### src/rtl/spi_pkg.sv
// spi_pkg: shared FSM state encoding and defaults for the SPI controller/peripheral pair
package spi_pkg;
    localparam int DEFAULT_TRANSACTION_LENGTH_BITS = 8;
    typedef enum logic [2:0] {
        IDLE  = 3'b001,
        SHIFT = 3'b010,
        HOLD  = 3'b100
    } spi_state_e;
endpackage

### src/rtl/spi_input_synchronizer.sv
// spi_input_synchronizer: 2-FF synchronizer with registered previous value and edge pulses
module spi_input_synchronizer #(
    parameter logic RESET_VALUE = 1'b0
) (
    input  logic clk,
    input  logic rst,
    input  logic in_i,
    output logic level_o,
    output logic rise_o,
    output logic fall_o
);
    logic [1:0] sync_q;
    logic       prev_q;
    always_ff @(posedge clk) begin
        if (rst) begin
            sync_q <= {2{RESET_VALUE}};
            prev_q <= RESET_VALUE;
        end else begin
            sync_q <= {sync_q[0], in_i};
            prev_q <= sync_q[1];
        end
    end
    assign level_o = sync_q[1];
    assign rise_o  = sync_q[1] & ~prev_q;
    assign fall_o  = ~sync_q[1] & prev_q;
endmodule

### src/rtl/spi_peripheral.sv
// spi_peripheral: SPI mode-0 responder with valid/ready TX preload and valid-only RX stream
module spi_peripheral
    import spi_pkg::*;
#(
    parameter int TRANSACTION_LENGTH_BITS = DEFAULT_TRANSACTION_LENGTH_BITS,
    parameter logic [TRANSACTION_LENGTH_BITS-1:0] IDLE_WORD = '0
) (
    input  logic                               clk,
    input  logic                               rst,
    input  logic                               axiiv,
    input  logic [TRANSACTION_LENGTH_BITS-1:0] axiid,
    output logic                               axiready,
    output logic                               axiov,
    output logic [TRANSACTION_LENGTH_BITS-1:0] axiod,
    output logic                               frame_error,
    input  logic                               spi_cs_n,
    input  logic                               spi_clk,
    input  logic                               spi_din,
    output logic                               spi_dout
);
    localparam int N  = TRANSACTION_LENGTH_BITS;
    localparam int M  = N - 1;
    localparam int CW = $clog2(N + 1);
    localparam logic [CW-1:0] LAST = CW'(N - 1);

    logic cs_n_s, cs_rise, cs_fall;
    logic sclk_rise, sclk_fall, din_s;
    logic unused_sclk_level, unused_din_rise, unused_din_fall;

    spi_state_e    state_q;
    logic [1:0]    prime_q;
    logic          armed_q, hold_valid_q, axiov_q, frame_error_q, dout_q;
    logic [N-1:0]  hold_q, axiod_q, tx_load_d;
    logic [M-1:0]  tx_q, rx_q, rx_d;
    logic [CW-1:0] cnt_q;
    logic          start_d;

    spi_input_synchronizer #(.RESET_VALUE(1'b1)) u_cs (
        .clk(clk), .rst(rst), .in_i(spi_cs_n),
        .level_o(cs_n_s), .rise_o(cs_rise), .fall_o(cs_fall)
    );
    spi_input_synchronizer #(.RESET_VALUE(1'b0)) u_sclk (
        .clk(clk), .rst(rst), .in_i(spi_clk),
        .level_o(unused_sclk_level), .rise_o(sclk_rise), .fall_o(sclk_fall)
    );
    spi_input_synchronizer #(.RESET_VALUE(1'b0)) u_din (
        .clk(clk), .rst(rst), .in_i(spi_din),
        .level_o(din_s), .rise_o(unused_din_rise), .fall_o(unused_din_fall)
    );

    // prime_q keeps the reset value of the CS synchronizer from arming a frame while CS is held low
    assign start_d   = (state_q == IDLE) && cs_fall && armed_q;
    assign tx_load_d = hold_valid_q ? hold_q : IDLE_WORD;
    assign rx_d      = M'({rx_q, din_s});

    always_ff @(posedge clk) begin
        if (rst) begin
            state_q       <= IDLE;
            prime_q       <= '0;
            armed_q       <= 1'b0;
            hold_valid_q  <= 1'b0;
            hold_q        <= '0;
            tx_q          <= '0;
            rx_q          <= '0;
            cnt_q         <= '0;
            axiov_q       <= 1'b0;
            axiod_q       <= '0;
            frame_error_q <= 1'b0;
            dout_q        <= 1'b0;
        end else begin
            axiov_q       <= 1'b0;
            frame_error_q <= 1'b0;
            prime_q       <= {prime_q[0], 1'b1};
            if (cs_n_s && prime_q[1]) armed_q <= 1'b1;
            else if (start_d) armed_q <= 1'b0;
            if (axiiv && !hold_valid_q) begin
                hold_q       <= axiid;
                hold_valid_q <= 1'b1;
            end else if (start_d) begin
                hold_valid_q <= 1'b0;
            end
            case (state_q)
                IDLE: if (start_d) begin
                    tx_q    <= tx_load_d[M-1:0];
                    dout_q  <= tx_load_d[N-1];
                    cnt_q   <= '0;
                    state_q <= SHIFT;
                end
                SHIFT: begin
                    if (sclk_rise) begin
                        rx_q  <= rx_d;
                        cnt_q <= cnt_q + 1'b1;
                    end
                    if (sclk_rise && cnt_q == LAST) begin
                        axiod_q <= {rx_q, din_s};
                        axiov_q <= 1'b1;
                        state_q <= cs_rise ? IDLE : HOLD;
                        dout_q  <= cs_rise ? 1'b0 : dout_q;
                    end else if (cs_rise) begin
                        frame_error_q <= 1'b1;
                        dout_q        <= 1'b0;
                        state_q       <= IDLE;
                    end else if (sclk_fall && cnt_q != '0) begin
                        dout_q <= tx_q[M-1];
                        tx_q   <= tx_q << 1;
                    end
                end
                HOLD: if (cs_rise) begin
                    dout_q  <= 1'b0;
                    state_q <= IDLE;
                end
                default: state_q <= IDLE;
            endcase
        end
    end

    assign axiready    = ~hold_valid_q;
    assign axiov       = axiov_q;
    assign axiod       = axiod_q;
    assign frame_error = frame_error_q;
    assign spi_dout    = dout_q;
endmodule
### config.mk
export PLATFORM = sky130hd
export DESIGN_NAME = spi_peripheral
export DESIGN_NICKNAME = d
export VERILOG_FILES = /design/src/rtl/spi_pkg.sv /design/src/rtl/spi_input_synchronizer.sv /design/src/rtl/spi_peripheral.sv
export SDC_FILE = /design/constraint.sdc
export NUM_CORES = 1
export LEC_CHECK = 0
export CAP_MARGIN = 40
export CORE_MARGIN = 3
export CORE_UTILIZATION = 55
export DETAILED_ROUTE_END_ITERATION = 16
export GPL_ROUTABILITY_DRIVEN = 0
export PLACE_DENSITY = 0.85
export SLEW_MARGIN = 20
export SYNTH_ARGS = -nofsm -noshare
export SYNTH_HDL_FRONTEND = slang
export SYNTH_SLANG_ARGS = --single-unit
export TNS_END_PERCENT = 20
### constraint.sdc
create_clock -name clk -period 4.8 [get_ports clk]
set_clock_uncertainty 0.1 [all_clocks]
set_input_delay 0.96 -clock clk [delete_from_list [all_inputs] [get_ports clk]]
set_output_delay 0.96 -clock clk [all_outputs]
set_load 0.02 [all_outputs]
==> impl_metrics.py <==
metrics = {
    "run_status": {
        "status": "finished, final reports clean",
    },
    "min_path": {
        "worstHoldPathType": "reg2reg",
        "worstHoldEndpoint": "u_cs.sync_q[1]",
        "min_path_cells": 1,
        "hold_path.startpoint": "u_cs.sync_q[0]",
    },
    "place": {
        "hpwlAfterDp_um": 2604,
        "io_buffers": 25,
        "placed_area_um2": 2328,
        "pre_cts_slack_ps": 2210,
    },
    "finish": {
        "n_antenna_cell": 0,
        "final_nets": 276,
        "stdcell_area_um2": 2422,
        "multi_input_area_um2": 927.1,
        "area_delta_synth_final_pct": 16.49,
        "seq_area_um2": 1041,
        "nFillCells": 277,
        "drive_above_1_share_pct": 8.429,
    },
    "clock_tree": {
        "cts_tree": "built",
        "cts_setup_buffers": 0,
        "clk_pin_slew_ps": 80,
        "ctsHoldBuffers": 0,
        "numCtsBuffers": 5,
        "cts_num_sinks": 52,
        "clockBufferDepth": 2,
        "cts.htree.levels": 2,
        "cts-resized-gates": 0,
        "clk_latency_ps": 310,
        "root_buffer": "clkbuf_8",
    },
    "sta": {
        "fmax_mhz": 388.0,
        "slew_headroom_pct": 45.43,
        "worst_slew_pin_slew_ps": 817.1,
        "final.period_utilization_pct": 53.70,
        "setup_violations": 0,
        "final.setup.worst_slack_ps": 2222,
        "drv_slew": 0,
        "finalHoldViolations": 0,
        "layout_min_cycle_time_ps": 2578,
        "rsz0062_at_grt": "no",
        "setup_tns_ps": 0,
    },
    "drt": {
        "vias": 1651,
        "drt_iter0_drc": 89,
        "first_pass_iters": 5,
        "drcViolationCount": 0,
        "drt-vias-per-instance": 5.378,
        "antenna_left": 0,
        "wl_per_cell_um": 12.65,
        "wl_um": 3885,
    },
    "global_route": {
        "antenna_found_initial": 0,
        "grt_pass1_wl_um": 6134,
        "overflow": 0,
        "grt_pass1_vias": 1428,
        "grt_use_total_pct": 18.33,
        "grt_max_degree": 21,
    },
    "floorplan": {
        "die_w_um": 67.49,
        "coreArea_um2": 3495,
        "initial_core_util_pct": 59.51,
        "die-area_um2": 4555,
        "ios": 26,
        "die_h_um": 67.49,
        "row_count": 21,
    },
    "synthesis": {
        "async_flop_share_pct": 0,
        "synth_top_area_share_pct": 50.06,
        "yosysTopAreaCell": "dfxtp_1",
        "synth_ff_type": "dfxtp_1",
        "syn-num-nets": 256,
        "synth_cell_types": 40,
        "ys_seq_area_share_pct": 50.06,
        "ys_warn_count": 0,
        "ys_seq_elements": 52,
        "synth-edff-count": 0,
        "syn_area_per_cell_um2": 8.665,
        "syn_inst": 240,
        "synth.area.top_cells": "dfxtp_1 50%, nand2_1 9.7%, a21oi_1 6.5%, nand3_1 3.9%, nor2b_1 3.0%",
        "synth.cell_area_um2": 2079,
    },
    "power_and_ir_drop": {
        "p_per_area_nw_per_um2": 308.0,
        "peakVddDrop_mv": 0.2277,
        "leakagePower_uw": 0.0008216,
    },
    "flow_run": {
        "maxCapViolCount": 0,
    },
    "worst_setup_path": {
        "critPathMaxFanout": 11,
        "rr_worst_depth": 7,
        "cp.arrival_ps": 1520,
        "r2r_slack_ps": 2590,
        "crit_type": "reg2out",
        "endpoint_kind": "output port",
        "r2r_start": "cnt_q[0]",
        "start_kind": "flop",
        "worstPathRequired_ps": 3740,
        "r2r-end": "tx_q[3]",
    },
}
## worst max-delay path, cell delays in order, from the launching register on
cell,delay (ps)
dfxtp_1,560
inv_1,100
clkdlybuf4s50_1,550
## cell usage in the layout (no fill, tap or decap), types with 2 or more instances in the layout
cell / n
nor2b_1: 10
a21oi_1: 27
nor3_1: 2
nand2_1: 54
dfxtp_1: 52
or2_2: 3
xnor2_1: 2
and2_1: 2
ha_1: 2
nand3_1: 16
nor2_1: 16
buf_4: 2
a32oi_1: 2
a311oi_1: 6
clkdlybuf4s50_1: 25
nand2b_1: 3
inv_1: 6
clkbuf_8: 6
mux2_2: 2
a31oi_1: 2
## metrics by stage
stage	total power, µW	hold WS, ps	cells	util, %
detailed placement	500.4	306.0	299	66.63
floorplan	481.3	289.5	240	-
finish	746.0	333.3	307	69.32
global route	772.2	365.8	307	69.32
CTS	751.2	334.7	307	69.32
global placement	498.3	310.9	298	66.20
## cell usage after synthesis, types with 3 or more instances
cell,instances
a21oi_1,27
buf_6,3
clkbuf_1,7
nor2_1,16
nor2b_1,10
dfxtp_1,52
inv_1,6
nand2b_1,3
nand3_1,16
nand2_1,54
or2_2,3
a311oi_1,6
## cells by family (layout without fill, tap and decap cells)
kind of cell,after synthesis,in the layout,synth area share (%)
xor+xnor,3,3,1.264
flops,52,52,50.06
fa+ha+maj,2,2,1.203
mux,2,2,1.083
buf+inv,21,42,5.355
compound gates,43,43,13.00
simple gates,117,117,28.04
## report_power, final
group	switching [µW]	internal [µW]	total, µW
registers	7.13	441	448
clock network	139	117	256
logic	20.6	21.2	41.7
## area by class of cell
type,instances,area share (%)
clock buffer,7,3.564
clock inverter,1,0.3099
tap,46,2.376
sequential,52,42.98
inverter,6,0.9298
multi-input combinational,167,38.27
timing repair buffer,28,11.57
## routing by layer
metal | track usage [%] | part of all wire [%] | up-vias
met4 | 7.595 | 2.5 | 0
met3 | 6.656 | 6.1 | 14
met1 | 22.81 | 46 | 738
li1 | - | - | 849
met2 | 28.55 | 46 | 50
met5 | 0 | 0 | -
## registers in the layout, summed over array words and instances (netlist names), 3 cells and up
name,count
tx_q,7
cnt_q,4
hold_q,8
rx_q,7
axiod,8
state_q,3
## worst max path at each step
stage,to,startpoint,slack [ps]
detailed placement,frame_error,rst,2210
floorplan,u_cs.sync_q[0],rst,2970
CTS,axiready,hold_valid_q,2210
global placement,state_q[2],rst,1920
finish,axiready,hold_valid_q,2220
global route,axiready,hold_valid_q,2130
Note: power is estimated with default switching activity, not from simulation.
